[config.mk]
export PLATFORM = sky130hd
export DESIGN_NAME = sum3_accumulator
export DESIGN_NICKNAME = d
export VERILOG_FILES = /design/src/rtl/sum3_accumulator.sv
export SDC_FILE = /design/constraint.sdc
export NUM_CORES = 1
export LEC_CHECK = 0
export BUFFER_PORTS_ARGS = -buffer_cell sky130_fd_sc_hd__buf_2
export CAP_MARGIN = 20
export CORE_MARGIN = 3
export CORE_UTILIZATION = 35
export DETAILED_ROUTE_END_ITERATION = 8
export GPL_TIMING_DRIVEN = 0
export PLACE_DENSITY = 0.63
export SETUP_SLACK_MARGIN = 0.1
export SYNTH_ARGS = -nofsm -noshare
export SYNTH_HDL_FRONTEND = slang
export SYNTH_SLANG_ARGS = --single-unit
[constraint.sdc]
create_clock -name clk -period 4 [get_ports clk]
set_clock_uncertainty 0.1 [all_clocks]
set_input_delay 0.2 -clock clk [delete_from_list [all_inputs] [get_ports clk]]
set_output_delay 0.2 -clock clk [all_outputs]
set_load 0.03 [all_outputs]
[src/rtl/sum3_accumulator.sv]
// ============================================================================
// Module   : sum3_accumulator
// Purpose  : Frames N_SAMPLES 10-bit sums into a total, a maximum and an
//            overflow flag, presented through a valid/ready handshake.
// Config   : define ACC_SAT_EN to clamp the accumulator on overflow
//            instead of wrapping.
// Revision : 1.0 - initial release
// ============================================================================
`default_nettype none

module sum3_accumulator #(
   parameter int N_SAMPLES = 8,   // 1..255
   parameter int ACC_W     = 13   // 10..32
) (
   input  logic             clk,
   input  logic             reset_n,
   input  logic             in_valid,
   output logic             in_ready,
   input  logic [9:0]       in_sum,
   output logic             out_valid,
   input  logic             out_ready,
   output logic [ACC_W-1:0] out_total,
   output logic [9:0]       out_max,
   output logic             out_ovf
);

   typedef enum logic [1:0] {
      S_IDLE  = 2'd0,
      S_ACCUM = 2'd1,
      S_DONE  = 2'd2
   } state_t;

   localparam logic [7:0] C_N = 8'(N_SAMPLES);
`ifdef ACC_SAT_EN
   localparam logic [ACC_W-1:0] C_ACC_MAX = '1;
`endif

   state_t           state_q;
   logic [ACC_W-1:0] acc_q, acc_d;
   logic [9:0]       max_q, max_d;
   logic [7:0]       cnt_q, cnt_d;
   logic             ovf_q, ovf_d;
   logic             in_ready_q;
   logic             out_valid_q;
   logic             w_accept;
   logic             w_last;
   logic [ACC_W:0]   w_sum;

   always_comb begin
      w_accept = in_valid & in_ready_q;
      // One extra bit so the carry out of the add marks an overflow.
      w_sum    = {1'b0, acc_q} + (ACC_W+1)'(in_sum);
      if (state_q == S_IDLE) begin
         acc_d = ACC_W'(in_sum);
         max_d = in_sum;
         cnt_d = 8'd1;
         ovf_d = 1'b0;
      end else begin
         ovf_d = ovf_q | w_sum[ACC_W];
`ifdef ACC_SAT_EN
         acc_d = ovf_d ? C_ACC_MAX : w_sum[ACC_W-1:0];
`else
         acc_d = w_sum[ACC_W-1:0];
`endif
         max_d = (in_sum >= max_q) ? in_sum : max_q;
         cnt_d = cnt_q + 8'd1;
      end
      w_last = (cnt_d == C_N);
   end

   always_ff @(posedge clk) begin
      if (!reset_n) begin
         state_q     <= S_IDLE;
         acc_q       <= '0;
         max_q       <= '0;
         cnt_q       <= '0;
         ovf_q       <= 1'b0;
         in_ready_q  <= 1'b1;
         out_valid_q <= 1'b0;
      end else begin
         case (state_q)
            S_IDLE, S_ACCUM: begin
               if (w_accept) begin
                  acc_q <= acc_d;
                  max_q <= max_d;
                  cnt_q <= cnt_d;
                  ovf_q <= ovf_d;
                  if (w_last) begin
                     state_q     <= S_DONE;
                     in_ready_q  <= 1'b0;
                     out_valid_q <= 1'b1;
                  end else begin
                     state_q <= S_ACCUM;
                  end
               end
            end
            S_DONE: begin
               if (out_ready) begin
                  state_q     <= S_IDLE;
                  in_ready_q  <= 1'b1;
                  out_valid_q <= 1'b0;
               end
            end
            default: begin
               state_q     <= S_IDLE;
               in_ready_q  <= 1'b1;
               out_valid_q <= 1'b0;
            end
         endcase
      end
   end

   // Accumulator state is frozen in DONE, so it serves directly as the result.
   assign in_ready  = in_ready_q;
   assign out_valid = out_valid_q;
   assign out_total = acc_q;
   assign out_max   = max_q;
   assign out_ovf   = ovf_q;

endmodule

`default_nettype wire

==> impl_results.md <==
- Status: complete, no violations
- Kind of end point of the critical path: register
- Part of the power in registers: 0.382
- Period Utilization, post-route: 0.546
- Residual DRC count: 0
- Sort of element at the start of the critical path: register
- Netlist cell types: 56
- Worst slew slack as a fraction of its limit: 0.587
- Die extent in y: just over 90 um
- Crit Path Category: register to register
- Post-detailed-route via-to-cell ratio: approximately 5.7
- Sequential cell area: a little over 700 um2
- Gate power share: 0.269
- Required @ worst endpoint: between 4 and 5 ns
- Area growth from synthesis to layout: 17.2%
- Detail-routed net length per standard cell: 15.9 um
- Top cell type's share of synthesized area: 0.277
- Wire length of the first global-routing pass: between 10000 and 15000 um
- Maximum capacitance violations: 0
- ANT nets after route: 0
- Int Pwr: between 0.0006 and 0.0007 W
- Post-synthesis register bit count: 36
- Drt pass-1 iters: 5
- Min Hold Slack: roughly 0.12 ns
- Fraction of layout instances using a drive strength above 1: 0.174
- RSZ-0062 raised after global routing: no
- Die W: between 90 and 100 um
- Via Count: about 2600
- Worst IR Drop VDD: around 0.19 mV
- Number of diodes added for antenna fixing: 0
- Latest clock arrival within the worst-skew pair: 0.30 ns
- Initial Utilization: 0.371
- Most used standard cell by instance count after synthesis: sky130_fd_sc_hd__dfxtp_1
- Final hold violation count: 0
- Root Buffer: sky130_fd_sc_hd__clkbuf_8
- Synthesized area per cell: 8.14 um2
- Fillcell total: ~740
- Multi-input gate area: roughly 1700 um2
- Ys flop type: sky130_fd_sc_hd__dfxtp_1
- Total nets after synthesis: approximately 360
- Post-route cell area: between 3000 and 4000 um2
- Standard cell core area: between 7000 and 8000 um2
- Via count of the first global-routing pass: 2377
- Final net count: about 400
- Cell Area, Synth: 2600 um2
- Number of sinks driven by the clock tree: 36
- Largest buffer count on any clock path: 2
- Row count: 30
- Critical path, cell by cell: ha_1, fa_1, a211oi_2, nor3_4, o2111ai_2, a2111oi_0, o21bai_1
- Final worst slack: around 1.8 ns
- Area post-placement: roughly 2900 um2
- Routability Congestion: 0.897
- Total negative setup slack: 0 ns
- Transition time at the pin with the least slew margin: just over 0.6 ns
- Arrival time at the worst endpoint: around 2.3 ns
- Clock tree from TritonCTS: built
- Critical-path cell with the highest stage delay: sky130_fd_sc_hd__fa_1
- Overall die area: 8510 um2
- Synth area leader: sky130_fd_sc_hd__dfxtp_1
- DRC marker count from the first detailed-route iteration: around 100
- Number of max-slew violations in the final report: 0
- Pin count of the biggest net entering global routing: 12
- Leakage component of the power: about 1.3 nW
- Power Density: ~340 nW/um2
- Slowest Stage Delay on Critical Path: around 0.44 ns
- Relative contribution of the clock network to total power: 0.349
- Highest clock rate: 457 MHz
- Classification of the worst-slack hold path: primary input to register
- H-tree depth: 2
- Setup slack, reg-to-reg: 1.81 ns
- IO Pins: 40
- Tmin final: ~2.2 ns
- Count of flip-flops with a built-in enable after synthesis: 0
- Sequential-to-total area share from yosys stat: 0.277
- Switching Power: between 0.0003 and 0.0004 W
- Final setup violating endpoints: 0
- Number of input and output port buffers inserted: 38
- Total wire length after detailed routing: around 7400 um
- Number of synthesis warnings: 0
- Commonest cells in the netlist: sky130_fd_sc_hd__dfxtp_1 (36), sky130_fd_sc_hd__nand2_1 (35), sky130_fd_sc_hd__nand3_1 (22)
- Worst Setup Slack post-DPL: about 1.8 ns
- Total track usage: 0.173
- Clock buffer count from CTS: 5
- Number of buffers and inverters on the critical path: 0
- Dpl hpwl: between 5000 and 6000 um
- Clock Pin Slew Worst Setup and Hold Paths: about 0.08 ns
- Number of antenna violations at the first check in global routing: 0
- Switching share of power: 0.329
- Kind of cell with the highest combined delay on the critical path: compound AO/OA/AOI/OAI gates
- Fraction of registers with async set/reset: 0
- Overall overflow remaining after global route: 0
- Critical Path Fanout Max: 4
- Number of instances in the synthesized netlist: between 300 and 400
- Ranking of synthesized cells by area: sky130_fd_sc_hd__dfxtp_1 (28%), sky130_fd_sc_hd__ha_1 (10%), sky130_fd_sc_hd__nand2_1 (5.0%), sky130_fd_sc_hd__nand3_1 (4.2%), sky130_fd_sc_hd__o311ai_1 (3.7%)
-- registers in the layout (all words and copies together), names as in the netlist --
register and cells:
cnt_q 8, out_ovf 1, out_total 13, state_q 2, out_valid 1, in_ready 1
out_max 10
-- power groups by stage --
stage / clock network [W] / registers, W / logic [W]
3_3_place_gp: 0 / 0.000405 / 0.000272
5_1_grt: 0.000380 / 0.000401 / 0.000311
4_1_cts: 0.000370 / 0.000397 / 0.000279
6_report: 0.000363 / 0.000397 / 0.000280
3_5_place_dp: 0 / 0.000406 / 0.000276
2_1_floorplan: 0 / 0.000437 / 0.000166
-- per-layer routing --
layer | part of all wire | up-vias | global-route usage | routed length, um
li1 | - | 1310 | - | -
met1 | 0.49 | 1224 | 0.242 | 3640
met2 | 0.43 | 99 | 0.265 | 3180
met3 | 0.057 | 9 | 0.0295 | 422
met4 | 0.017 | 0 | 0.0644 | 124
met5 | 0 | - | 0 | 0
-- cells in the final DEF (no fill, tap or decap), drive strengths merged, types with 2 or more instances in the layout --
cell type	n
ha	21
or4	2
nand2	35
o211ai	6
a31oi	2
nor3b	3
buf	48
clkbuf	19
a211oi	4
a21boi	10
nor2b	4
o21bai	2
o2111ai	4
inv	12
or3	4
nand4	4
nor2	10
o221ai	5
o211a	3
a21o	6
nand4b	2
nand3	22
o21ai	16
and2	3
nor3	6
xor2	3
a21oi	16
xnor2	4
and3	12
o311ai	11
nand2b	4
dfxtp	36
a2bb2oi	10
-- worst min-delay path, stage by stage --
cell and delay [ns]:
sky130_fd_sc_hd__buf_6 0.12, sky130_fd_sc_hd__nand2b_1 0.10, sky130_fd_sc_hd__nor3b_1 0.06
-- through the flow --
step | total power, W | instances | util
global placement | 0.000677 | 454 | 0.415
detailed placement | 0.000682 | 454 | 0.415
floorplan | 0.000603 | 320 | -
finish | 0.00104 | 463 | 0.435
CTS | 0.00105 | 463 | 0.435
global route | 0.00109 | 463 | 0.435
-- area by class of cell --
| class | count | area share |
|---|---|---|
| plain buffers | 22 | 0.0365 |
| multi-input cells | 250 | 0.566 |
| clock inverters | 1 | 0.00984 |
| flip-flops and latches | 36 | 0.236 |
| repair buffers | 39 | 0.0656 |
| clock buffers | 7 | 0.0316 |
| well taps | 96 | 0.0394 |
| inverters | 12 | 0.0148 |
-- cell families (layout without fill, tap and decap cells) --
group / Yosys count / count (layout) / synth area share
AO/OA/AOI/OAI: 104 / 104 / 0.294
adder cells (fa/ha/maj): 22 / 22 / 0.109
flip-flops: 36 / 36 / 0.277
XOR/XNOR: 7 / 7 / 0.0235
buffers and inverters: 34 / 81 / 0.0601
AND/OR/NAND/NOR: 117 / 117 / 0.237
-- worst paths after layout --
| check | startpoint | endpoint | cells after the start |
|---|---|---|---|
| hold / removal | reset_n | state_q[0]$_SDFFE_PN0P_ | 3 |
| setup reg to reg | out_total[0]$_SDFFE_PN0P_ | out_total[12]$_SDFFE_PN0P_ | 7 |
| hold reg to reg | out_valid$_SDFFE_PN0P_ | out_valid$_SDFFE_PN0P_ | 2 |
| setup / recovery | out_total[0]$_SDFFE_PN0P_ | out_total[12]$_SDFFE_PN0P_ | 7 |
-- what timing repair did --
action | in CTS | in global routing
setup buffers | 0 | 0
resized for setup | 0 | 0
hold endpoints to repair | 1 | 0
hold buffers | 1 | 0
No activity file was read; power rests on OpenSTA's default activity.
